## src/rtl/dp_ram_stream_fifo.sv

```systemverilog
// dp_ram_stream_fifo
//   Streaming FIFO controller in front of a simple dual-port RAM with a fixed
//   read latency (1 or 2). Words are written straight into the RAM. A small
//   credit-controlled skid buffer is prefetched from the RAM read port, so
//   the output sustains one word per cycle despite the read latency.
//
// Ports
//   clk_i, rst_i           single clock, synchronous active-high reset
//   in_data_i/in_valid_i/in_ready_o     write stream (ready = RAM not full)
//   out_data_o/out_valid_o/out_ready_i  read stream (head of skid buffer)
//   mem_wr_addr_o/mem_wr_data_o/mem_wr_en_o  RAM write port
//   mem_rd_addr_o          RAM read address (registered inside the RAM)
//   mem_rd_data_i          RAM read data, READ_LATENCY cycles after the address
//   level_o                words resident in the RAM (not in flight or buffered)
module dp_ram_stream_fifo #(
  parameter int unsigned DATA_WIDTH   = 14,
  parameter int unsigned ADDR_WIDTH   = 6,
  parameter int unsigned READ_LATENCY = 1
) (
  input  logic                  clk_i,
  input  logic                  rst_i,
  input  logic [DATA_WIDTH-1:0] in_data_i,
  input  logic                  in_valid_i,
  output logic                  in_ready_o,
  output logic [DATA_WIDTH-1:0] out_data_o,
  output logic                  out_valid_o,
  input  logic                  out_ready_i,
  output logic [ADDR_WIDTH-1:0] mem_wr_addr_o,
  output logic [DATA_WIDTH-1:0] mem_wr_data_o,
  output logic                  mem_wr_en_o,
  output logic [ADDR_WIDTH-1:0] mem_rd_addr_o,
  input  logic [DATA_WIDTH-1:0] mem_rd_data_i,
  output logic [ADDR_WIDTH:0]   level_o
);

  if (READ_LATENCY != 1 && READ_LATENCY != 2) begin : g_bad_latency
    $error("dp_ram_stream_fifo: READ_LATENCY must be 1 or 2");
  end

  localparam int unsigned BufDepth = READ_LATENCY + 1;
  localparam int unsigned IdxW     = $clog2(BufDepth);
  localparam int unsigned CntW     = $clog2(BufDepth + 1);
  localparam int unsigned CrW      = CntW + 1;
  localparam int unsigned PtrW     = ADDR_WIDTH + 1;

  localparam logic [PtrW-1:0] FullLevel   = {1'b1, {ADDR_WIDTH{1'b0}}};
  localparam logic [IdxW-1:0] LastIdx     = IdxW'(BufDepth - 1);
  localparam logic [CrW-1:0]  CreditLimit = CrW'(BufDepth);

  logic [PtrW-1:0]         wr_ptr_q, rd_ptr_q, level;
  logic [READ_LATENCY-1:0] tag_q, tag_d;
  logic [CntW-1:0]         buf_cnt_q, buf_cnt_d, inflight;
  logic [IdxW-1:0]         head_q, head_d, tail_q, tail_d;
  logic [DATA_WIDTH-1:0]   buf_q [BufDepth];
  logic [DATA_WIDTH-1:0]   buf_d [BufDepth];
  logic [DATA_WIDTH-1:0]   out_data_q, out_data_d;
  logic [CrW-1:0]          credit;
  logic                    push, pop, issue, capture;

  function automatic logic [IdxW-1:0] next_idx(input logic [IdxW-1:0] idx);
    return (idx == LastIdx) ? '0 : idx + IdxW'(1);
  endfunction

  always_comb begin
    level       = wr_ptr_q - rd_ptr_q;
    in_ready_o  = !rst_i && (level != FullLevel);
    push        = in_valid_i && in_ready_o;
    out_valid_o = (buf_cnt_q != '0);
    pop         = out_valid_o && out_ready_i;

    inflight = '0;
    for (int i = 0; i < READ_LATENCY; i++) begin
      inflight = inflight + CntW'(tag_q[i]);
    end

    // Words already owed to the buffer after this edge must leave room for one more.
    credit  = CrW'(buf_cnt_q) + CrW'(inflight) - CrW'(pop);
    issue   = (level != '0) && (credit < CreditLimit);
    capture = tag_q[READ_LATENCY-1];

    tag_d    = tag_q << 1;
    tag_d[0] = issue;

    buf_d = buf_q;
    if (capture) begin
      buf_d[tail_q] = mem_rd_data_i;
    end
    tail_d    = capture ? next_idx(tail_q) : tail_q;
    head_d    = pop ? next_idx(head_q) : head_q;
    buf_cnt_d = buf_cnt_q + CntW'(capture) - CntW'(pop);
    // Register the next head so out_data_o comes straight from a flop.
    out_data_d = buf_d[head_d];

    mem_wr_en_o   = push;
    mem_wr_addr_o = wr_ptr_q[ADDR_WIDTH-1:0];
    mem_wr_data_o = in_data_i;
    mem_rd_addr_o = rd_ptr_q[ADDR_WIDTH-1:0];
    out_data_o    = out_data_q;
    level_o       = level;
  end

  always_ff @(posedge clk_i) begin
    if (rst_i) begin
      wr_ptr_q   <= '0;
      rd_ptr_q   <= '0;
      tag_q      <= '0;
      buf_cnt_q  <= '0;
      head_q     <= '0;
      tail_q     <= '0;
      out_data_q <= '0;
    end else begin
      if (push) begin
        wr_ptr_q <= wr_ptr_q + PtrW'(1);
      end
      if (issue) begin
        rd_ptr_q <= rd_ptr_q + PtrW'(1);
      end
      tag_q      <= tag_d;
      buf_cnt_q  <= buf_cnt_d;
      head_q     <= head_d;
      tail_q     <= tail_d;
      out_data_q <= out_data_d;
    end
  end

  // Storage needs no reset: occupancy is tracked by buf_cnt_q.
  always_ff @(posedge clk_i) begin
    buf_q <= buf_d;
  end

`ifndef SYNTHESIS
  always_ff @(posedge clk_i) begin
    if (!rst_i) begin
      assert (!(capture && buf_cnt_q == CntW'(BufDepth)))
        else $error("dp_ram_stream_fifo: capture into a full skid buffer");
    end
  end
`endif

endmodule
```

## config.mk

```make
export PLATFORM = sky130hd
export DESIGN_NAME = dp_ram_stream_fifo
export DESIGN_NICKNAME = d
export VERILOG_FILES = /design/src/rtl/dp_ram_stream_fifo.sv
export SDC_FILE = /design/constraint.sdc
export NUM_CORES = 1
export LEC_CHECK = 0
export CORE_MARGIN = 5
export CORE_UTILIZATION = 43
export DETAILED_ROUTE_END_ITERATION = 8
export HOLD_SLACK_MARGIN = 0.02
export PLACE_DENSITY = 0.8
export REMOVE_ABC_BUFFERS = 1
export SLEW_MARGIN = 20
export SYNTH_ARGS = -nofsm -noshare
export SYNTH_HDL_FRONTEND = slang
export SYNTH_SLANG_ARGS = --single-unit
```

## constraint.sdc

```tcl
create_clock -name clk_i -period 2.7 [get_ports clk_i]
set_input_delay 0.27 -clock clk_i [delete_from_list [all_inputs] [get_ports clk_i]]
set_output_delay 0.27 -clock clk_i [all_outputs]
set_load 0.05 [all_outputs]
```

==> flow_summary.ini <==
[yosys]
synth-edff-count = 0
avgSynthCellArea_um2 = 10.3
synthCells = 275
ys_ff_latch = 61
ys_types = 34
yosysWarnings = 0
async_reset_ff_frac = 0
synth-seq-area-share = 0.431
synth_area_um2 = 2830
synthFlopType = dfxtp_1

[drt]
initialDrtViolationCount = 56
wirelength_mm = 6.49
drc = 0
dr.pass1.iters = 4
vias = 2114
vias_per_cell = 5.11
ant_nets = 0
post_drt_wl_per_cell_um = 15.7

[power]
switching_share = 0.397
p_leak_nw = 1.66
power.switching_w = 0.00204
p_comb_frac = 0.538
p_seq_frac = 0.274
power.internal_w = 0.00309
total_power_w = 0.00513
ir_drop_mv = 0.721
power.density_nw_per_um2 = 1320
p_clk_frac = 0.188

[floorplanning]
ios = 82
core_um2 = 6390
start_util = 0.444
fp.dieH_um = 91.2
die_x_um = 91.2
fp-row-count = 29
dieArea_um2 = 8310

[placed_design]
dpl.hpwl_mm = 4.45
dp_cells = 390
dpl_worst_slack_ns = 0.0254
portBuffers = 53
finalWeightedCongestion = 0.864

[finish]
diodes = 0
fin_cells = 414
nets = 376
nFillCells = 508
multi_input_area_um2 = 1510
seqCellArea_um2 = 1230
areaGrowthSynthToFinish_pct = 37.6
final_layout_size_suffix_gt1_frac = 0.344

[sta]
worstMarginPinSlew_ns = 0.759
fin_worst_skew_ns = 0.0105
hold_viol = 0
setup_viol = 0
min_period_ns = 2.68
setup_slack_ns = 0.0228
post-route-period-util = 0.992
final_max_slew_viol_count = 0
whs_ns = 0.469
rsz0062_at_grt = true
fmax_mhz = 374
slew_headroom = 0.494
tns_ns = 0

[job]
maxCapViolations = 0

[clocking]
numCtsBuffers = 9
clkTransAtPathRegs_ns = 0.07
clockBufferDepth = 2
cts_num_sinks = 61
clockRootBuffer = clkbuf_8
hold_buffers = 0
tritoncts = built
htreeDepth = 3
clk_latency_ns = 0.33

[worst_setup_path]
rr_worst_depth = 10
path_max_fanout = 2
reg2reg_from = buf_cnt_q[1]$_SDFF_PP0_
critPathKind = register to primary output
critPathArrivalTime_ns = 2.41
rrSetupSlack_ns = 0.14
critPathRequiredTime_ns = 2.43
startpoint_type = register
crit_start = wr_ptr_q[0]$_SDFFE_PP0P_
r2r-end = rd_ptr_q[4]$_SDFFE_PP0P_
crit_path_end = mem_wr_en_o
end_kind = primary output

[global_route]
grt_first_pass_wirelength_mm = 10.0
grt.overflow.total = 0
antenna_found_initial = 0
grt_start_max_net_pins = 16
track_usage = 0.150
first_global_vias = 2118

[worst_hold_path]
hold_path.class = register to register

[status]
outcome = finished, final reports clean
cell usage in the layout, fill, tap and decap left out, types with 4 or more instances in the layout:
| cell | synthesis | routed |
|---|---|---|
| nand4_1 | 7 | 7 |
| clkbuf_8 | 0 | 9 |
| a21oi_2 | 1 | 5 |
| clkdlybuf4s50_1 | 0 | 47 |
| ha_4 | 0 | 4 |
| dfxtp_1 | 61 | 56 |
| a21oi_1 | 10 | 6 |
| inv_1 | 16 | 11 |
| buf_4 | 27 | 29 |
| ha_1 | 10 | 4 |
| mux2i_1 | 17 | 17 |
| inv_2 | 0 | 5 |
| xnor2_1 | 8 | 6 |
| nor2b_1 | 8 | 7 |
| nor2_1 | 31 | 30 |
| nand2b_1 | 4 | 4 |
| mux2_2 | 28 | 28 |
metal layers:
metal | global-route usage | part of all wire | vias up
li1 | - | - | 1021
met1 | 0.173 | 0.42 | 1013
met2 | 0.246 | 0.51 | 70
met3 | 0.0537 | 0.052 | 10
met4 | 0.0721 | 0.018 | 0
met5 | 0 | 0 | -
worst max-delay path, stage by stage (launching register included):
cell,delay (ns)
dfxtp_2,0.33
inv_2,0.04
ha_4,0.15
inv_2,0.06
fa_2,0.26
nand3_4,0.11
a21oi_2,0.17
mux2i_1,0.22
and2_4,0.18
inv_2,0.05
a21boi_2,0.17
nor2b_4,0.19
buf_12,0.15
registers in the layout, indices dropped and copies added (netlist names):
register    flops
tail_q          1
head_q          1
wr_ptr_q        7
buf_cnt_q       2
buf_q          28
capture         1
out_data_o     14
rd_ptr_q        7
logic make-up after synthesis:
| family | after synthesis | share of synthesized area |
|---|---|---|
| AND/OR/NAND/NOR | 70 | 0.127 |
| flip-flops | 61 | 0.431 |
| buffers and inverters | 50 | 0.102 |
| multiplexers | 49 | 0.187 |
| AO/OA/AOI/OAI | 21 | 0.0574 |
| XOR/XNOR | 12 | 0.0371 |
| adder cells (fa/ha/maj) | 12 | 0.0583 |
timing repair:
action,CTS,global route
gates resized for setup,12,34
pin swaps,5,14
buffers inserted,4,4
setup endpoints to repair,2,10
how the worst min path moves through the flow:
stage | startpoint | slack (ns) | endpoint | cells after the start
finish | tail_q$_SDFFE_PP0P_ | 0.47 | tail_q$_SDFFE_PP0P_ | 2
global route | buf_q[21]$_DFF_P_ | 0.49 | buf_q[21]$_DFF_P_ | 1
CTS | tail_q$_SDFFE_PP0P_ | 0.47 | tail_q$_SDFFE_PP0P_ | 2
detailed placement | tail_q$_SDFFE_PP0P_ | 0.46 | tail_q$_SDFFE_PP0P_ | 2
global placement | tail_q$_SDFFE_PP0P_ | 0.45 | tail_q$_SDFFE_PP0P_ | 2
floorplan | rst_i | 0.34 | rd_ptr_q[2]$_SDFFE_PP0P_ | 1
synth_stat cells (all sizes together) (2+ instances only):
master  number  share of area
clkbuf       6         0.0079
and3         3         0.0066
a21o         2         0.0053
a21oi       11          0.021
nand2b       4         0.0088
xor2         4          0.012
nand4        7          0.015
inv         16          0.021
a211oi       2         0.0053
nor2        31          0.041
fa           2          0.014
buf         28          0.073
nor2b        8          0.018
mux2        32           0.13
dfxtp       61           0.43
and2         3         0.0066
nand3        4         0.0071
nor3         3         0.0053
ha          10          0.044
mux2i       17          0.060
nand2        4         0.0053
xnor2        8          0.025
power groups by stage:
stage / combinational, W / sequential (W) / clock (W)
after floorplan: 0.00128 / 0.00184 / 0
final: 0.00276 / 0.00140 / 0.000966
after CTS: 0.00259 / 0.00140 / 0.000986
after detailed placement: 0.00251 / 0.00142 / 0
after global placement: 0.00245 / 0.00139 / 0
after global routing: 0.00294 / 0.00144 / 0.00102
metrics by stage:
| stage | instance area, um2 | util |
|---|---|---|
| global route | 3900 | 0.611 |
| finish | 3900 | 0.611 |
| floorplan | 2610 | - |
| global placement | 3400 | 0.533 |
| CTS | 3720 | 0.582 |
| detailed placement | 3400 | 0.533 |
cell type report:
cell class              instances  share of cell area
flip-flops and latches         61               0.316
inverters                      16              0.0154
clock buffers                  10              0.0327
well taps                      77              0.0247
clock inverters                 6              0.0286
repair buffers                 80               0.195
multi-input cells             164               0.388
Power figures use the tool's default switching activity.
